**src/rtl/input_debouncer.sv**
```systemverilog
// Debounces a raw asynchronous single-bit input into a clean registered level.
// Ports: clk, rst (sync, active-high), A (raw in), Out (level), rise/fall (pulses), busy.
module input_debouncer #(
  parameter int STABLE_CYCLES = 4
) (
  input  logic clk,
  input  logic rst,
  input  logic A,
  output logic Out,
  output logic rise,
  output logic fall,
  output logic busy
);

  localparam int CNT_W = $clog2(STABLE_CYCLES) + 1;
  localparam logic [CNT_W-1:0] LAST = CNT_W'(STABLE_CYCLES - 1);
  localparam logic [CNT_W-1:0] ONE  = CNT_W'(1);

  generate
    if (STABLE_CYCLES < 2 || STABLE_CYCLES > 65535) begin : g_bad_cfg
      $error("input_debouncer: STABLE_CYCLES out of range 2..65535");
    end
  endgenerate

  typedef enum logic [1:0] {
    IDLE_LOW,
    WAIT_HIGH,
    IDLE_HIGH,
    WAIT_LOW
  } state_t;

  state_t           state_q, state_d;
  logic [CNT_W-1:0] cnt_q, cnt_d;
  logic             s1_q, s2_q;
  logic             out_q, out_d;
  logic             rise_q, rise_d;
  logic             fall_q, fall_d;
  logic             busy_q, busy_d;

  // A candidate level must be seen on s2 for STABLE_CYCLES
  // consecutive edges; one opposite sample restarts from scratch.
  always_comb begin
    state_d = state_q;
    cnt_d   = cnt_q;
    rise_d  = 1'b0;
    fall_d  = 1'b0;
    unique case (state_q)
      IDLE_LOW: begin
        if (s2_q) begin
          state_d = WAIT_HIGH;
          cnt_d   = ONE;
        end else begin
          cnt_d = '0;
        end
      end
      WAIT_HIGH: begin
        if (!s2_q) begin
          state_d = IDLE_LOW;
          cnt_d   = '0;
        end else if (cnt_q == LAST) begin
          state_d = IDLE_HIGH;
          cnt_d   = '0;
          rise_d  = 1'b1;
        end else begin
          cnt_d = cnt_q + ONE;
        end
      end
      IDLE_HIGH: begin
        if (!s2_q) begin
          state_d = WAIT_LOW;
          cnt_d   = ONE;
        end else begin
          cnt_d = '0;
        end
      end
      WAIT_LOW: begin
        if (s2_q) begin
          state_d = IDLE_HIGH;
          cnt_d   = '0;
        end else if (cnt_q == LAST) begin
          state_d = IDLE_LOW;
          cnt_d   = '0;
          fall_d  = 1'b1;
        end else begin
          cnt_d = cnt_q + ONE;
        end
      end
      default: begin
        state_d = IDLE_LOW;
        cnt_d   = '0;
      end
    endcase
    out_d  = (state_d == IDLE_HIGH) || (state_d == WAIT_LOW);
    busy_d = (state_d == WAIT_HIGH) || (state_d == WAIT_LOW);
  end

  always_ff @(posedge clk) begin
    if (rst) begin
      s1_q    <= 1'b0;
      s2_q    <= 1'b0;
      state_q <= IDLE_LOW;
      cnt_q   <= '0;
      out_q   <= 1'b0;
      rise_q  <= 1'b0;
      fall_q  <= 1'b0;
      busy_q  <= 1'b0;
    end else begin
      s1_q    <= A;
      s2_q    <= s1_q;
      state_q <= state_d;
      cnt_q   <= cnt_d;
      out_q   <= out_d;
      rise_q  <= rise_d;
      fall_q  <= fall_d;
      busy_q  <= busy_d;
    end
  end

  assign Out  = out_q;
  assign rise = rise_q;
  assign fall = fall_q;
  assign busy = busy_q;

endmodule

```
**config.mk**
```make
export PLATFORM = sky130hd
export DESIGN_NAME = input_debouncer
export DESIGN_NICKNAME = d
export VERILOG_FILES = /design/src/rtl/input_debouncer.sv
export SDC_FILE = /design/constraint.sdc
export NUM_CORES = 1
export LEC_CHECK = 0
export BUFFER_PORTS_ARGS = -buffer_cell sky130_fd_sc_hd__buf_2
export CAP_MARGIN = 10
export CORE_AREA = 2 2 39 41
export DETAILED_ROUTE_END_ITERATION = 16
export DIE_AREA = 0 0 41 43
export GPL_TIMING_DRIVEN = 0
export SLEW_MARGIN = 40
export SYNTH_ARGS = -nofsm -noshare
export SYNTH_HDL_FRONTEND = slang
export SYNTH_SLANG_ARGS = --single-unit
```
**constraint.sdc**
```tcl
create_clock -name clk -period 3.5 [get_ports clk]
set_clock_uncertainty 0.1 [all_clocks]
set_input_delay 0.7 -clock clk [delete_from_list [all_inputs] [get_ports clk]]
set_output_delay 0.7 -clock clk [all_outputs]
set_load 0.05 [all_outputs]
```
After elaboration in Yosys (flattened, before gate mapping)
Index checks and enable logic that the tools add are counted.
{"block": "totals", "ff_bits": 11, "inputBits": 3, "output_inout_bits": 4, "wordCells": 38}
{"block": "op_classes", "add_sub_neg": 1, "n_eq_ne": 7, "mux": 14, "bitwise": 3, "reduce_logical": 5}
{"op": "$mux 2", "n": 6}
{"op": "$pmux 3 s4", "n": 1}
{"op": "$mux 3", "n": 3}
{"op": "$eq 2x2->1 const B", "n": 4}
{"op": "$pmux 2 s4", "n": 1}
{"op": "$reduce_or 3->1", "n": 2}
{"op": "$eq 2x1->1 const B", "n": 2}
{"op": "$add 3x1->3 const B", "n": 1}
{"op": "$eq 3x2->1 const B", "n": 1}
{"op": "$mux 1", "n": 3}
{"op": "$not 1->1", "n": 3}
{"op": "$logic_not 2->1", "n": 1}
{"op": "$logic_or 1x1->1", "n": 2}

Longest topological paths before layout
{"block": "depth", "depth_word": 6, "depth_mapped": 3, "mapped_depth_nobuf": 3}

Worst setup path before layout
Ideal clock, no wire load.
{"block": "synth_timing", "path_type": "register -> output", "start": "register, netlist name state_q[1]", "end": "output port Out", "t_arrival_ns": 0.680, "required_ns": 2.700, "setup_slack_ns": 2.020, "path_stages_with_launch": 1, "n_path_buf": 0, "cell_sequence": "dfxtp_1"}
{"element": "end: declaration", "line_no": "9", "text": "output logic Out,"}

==> qor.csv <==
stage,metric,value,unit
timing,fin. max-slew vios,0,
pwr,worst vdd ir,0.257,mV
critical_path,arrival time at the worst endpoint,1.00,ns
route,initial drt markers,4,
timing,Worst slew margin,74.8,%
route,post-DR vias/cell,4.34,
global_routing,gr ovfl total,0,
critical_path,Critical Path End Type,output pin,
global_routing,first-pass GRT wire length,959,µm
cts,number of H-tree levels,1,
placement,Final HPWL DP,373,µm
floorplan,Chip Width,41,µm
cts,# Post-CTS Setup Buffers,0,
route,router iterations before antenna repair,2,
critical_path,crit-path leading delay family,flip-flops,
critical_path,worst path bufs/invs,1,
final_layout,Non-Filler Instances,53,
cts,TritonCTS Buffers,3,
pwr,switching share of power,19.9,%
pwr,logic gate share of total power,3.7,%
critical_path,crit start category,flip-flop,
route,vias,230,
critical_path,CP max stage cell,dfxtp_1,
yosys,distinct cell type count after synthesis,14,
final_layout,Inserted Diodes,0,
pwr,sequential share of power,59.3,%
timing,RSZ-0062 raised after global routing,false,
job,Max Cap Viol,0,
final_layout,P&R area growth vs syn,18.2,%
final_layout,layout cells sized above 1,32.4,%
timing,Fin. Hold Viols,0,
critical_path,sequence of cells on the critical path,buf_2,
cts,TritonCTS clock tree,yes,
pwr,Power Density,451,mW/mm²
floorplan,Core Region,0.00138,mm²
pwr,Psw,0.0394,mW
yosys,Syn Inst Count,29,
timing,final setup fails,0,
worst_hold_path,HP Class,flip-flop to flip-flop,
yosys,Ys Warns,0,
route,DRT antenna net count,0,
critical_path,Crit Path Max Fanout,5,
status,status,"finished, final reports clean",
yosys,flip-flop and latch count after synthesis,10,
pwr,clock share of power,37.0,%
global_routing,largest net degree at the start of global routing,11,
cts,Post-CTS Hold Fix Bufs,0,
global_routing,vias in the first global route,211,
placement,pre-CTS setup slack,1.97,ns
yosys,"Avg Cell Area, Syn",12.8,µm²
cts,clk slew on worst S/H paths,0.06,ns
timing,slew at the pin closest to its max-slew limit,0.377,ns
placement,Routability Congestion,0.675,
timing,total negative slack,0,ns
timing,crit share post-route,51.4,%
critical_path,critical path class,flip-flop to output pin,
global_routing,gr usage total,8.58,%
cts,clock sinks,10,
cts,clk root buf,clkbuf_4,
route,wire per inst,9.66,µm
critical_path,WP data required,2.70,ns
pwr,Pleak,0.163,nW
timing,Tmin final,1.80,ns
cts,clk_lat worst skew,0.25,ns
timing,final setup margin,1.70,ns
final_layout,fin nets,43,
floorplan,IO Count,7,
placement,Port Buffers,5,
floorplan,Initial Utilization,26.8,%
cts,post_cts resized,0,
critical_path,CP max stage delay,0.43,ns
final_layout,fillers,143,
floorplan,row count,14,
route,DRC violations left,0,
floorplan,die area,0.00176,mm²
global_routing,initial antenna violation count,0,
placement,DP Cell Count,50,
cts,CTS Buffer Depth,2,
yosys,mapped cell area,370,µm²
pwr,Cell Int Power,0.158,mW
route,drt total wl,512,µm
yosys,Mapped Nets,33,
floorplan,Die H,43,µm
timing,fmax,556,MHz
yosys,sequential element share of the synthesized area,54.1,%
[through the flow]
stage,area [µm²],hold slack (ns),power [mW],utilization [%]
2_1_floorplan,370,0.314,0.125,-
6_report,438,0.337,0.198,31.6
3_3_place_gp,415,0.319,0.127,30.0
5_1_grt,438,0.363,0.209,31.6
3_5_place_dp,415,0.328,0.127,30.0
4_1_cts,438,0.344,0.203,31.6
[kinds of logic after synthesis]
| family | share of synthesized area [%] |
|---|---|
| compound gates | 4.05 |
| xor+xnor | 4.39 |
| fa+ha+maj | 3.38 |
| buf+inv | 1.01 |
| flops | 54.1 |
| mux | 2.70 |
| simple gates | 30.4 |
[cell usage in the layout, fill, tap and decap left out]
cell type  synthesis  final
a2111oi_2          1      1
and3b_1            1      1
buf_2              0      5
clkbuf_1           1      1
clkbuf_4           0      3
dfxtp_1           10     10
ha_1               1      1
mux2i_1            1      1
nand2b_1           2      2
nand3b_1           1      1
nor2b_1            3      3
nor3_1             2      2
nor4b_1            2      2
nor4b_2            2      2
or2b_1             1      1
xnor2_2            1      1
[path summary, 6_finish.rpt]
check | start | slack (ns) | cells past startpoint | end
max reg2reg | cnt_q[0] | 2.23 | 3 | cnt_q[0]
max | state_q[1] | 1.70 | 1 | Out
min reg2reg | s1_q | 0.34 | 1 | s2_q
min | s1_q | 0.34 | 1 | s2_q
[power by group through the flow]
stage                     clock network, mW  logic, mW  registers, mW
after floorplan                           0    0.00478          0.121
after global placement                    0    0.00733          0.120
after detailed placement                  0    0.00738          0.120
after CTS                            0.0780    0.00742          0.117
after global routing                 0.0836    0.00794          0.117
final                                0.0732    0.00732          0.117
[cell usage after synthesis]
cell type	instances	area, µm²
dfxtp_1	10	200
nor2b_1	3	18.8
nand2b_1	2	12.5
nor3_1	2	10.0
nor4b_1	2	17.5
nor4b_2	2	30.0
a2111oi_2	1	15.0
and3b_1	1	8.76
clkbuf_1	1	3.75
ha_1	1	12.5
mux2i_1	1	10.0
nand3b_1	1	7.51
or2b_1	1	7.51
xnor2_2	1	16.3
[sequential cells by signal, indices dropped and copies added, names as in the netlist]
name and cells:
state_q 2, s2_q 1, busy 1, s1_q 1
rise 1, cnt_q 3, fall 1
[area by class of cell]
cell class / instances / area, µm² / share of cell area [%]
plain buffers: 1 / 3.75 / 0.857
well taps: 16 / 20.0 / 4.57
flip-flops and latches: 10 / 200 / 45.7
multi-input cells: 18 / 166 / 38.0
clock buffers: 3 / 22.5 / 5.14
repair buffers: 5 / 25.0 / 5.71
[routing by layer]
layer	global-route usage [%]	share of wire, %	vias to the layer above
met5	0	0	-
met4	4.00	0	0
met3	7.85	9.2	0
met2	9.69	38	9
met1	10.8	52	102
li1	-	-	119
Power figures use the tool's default switching activity.
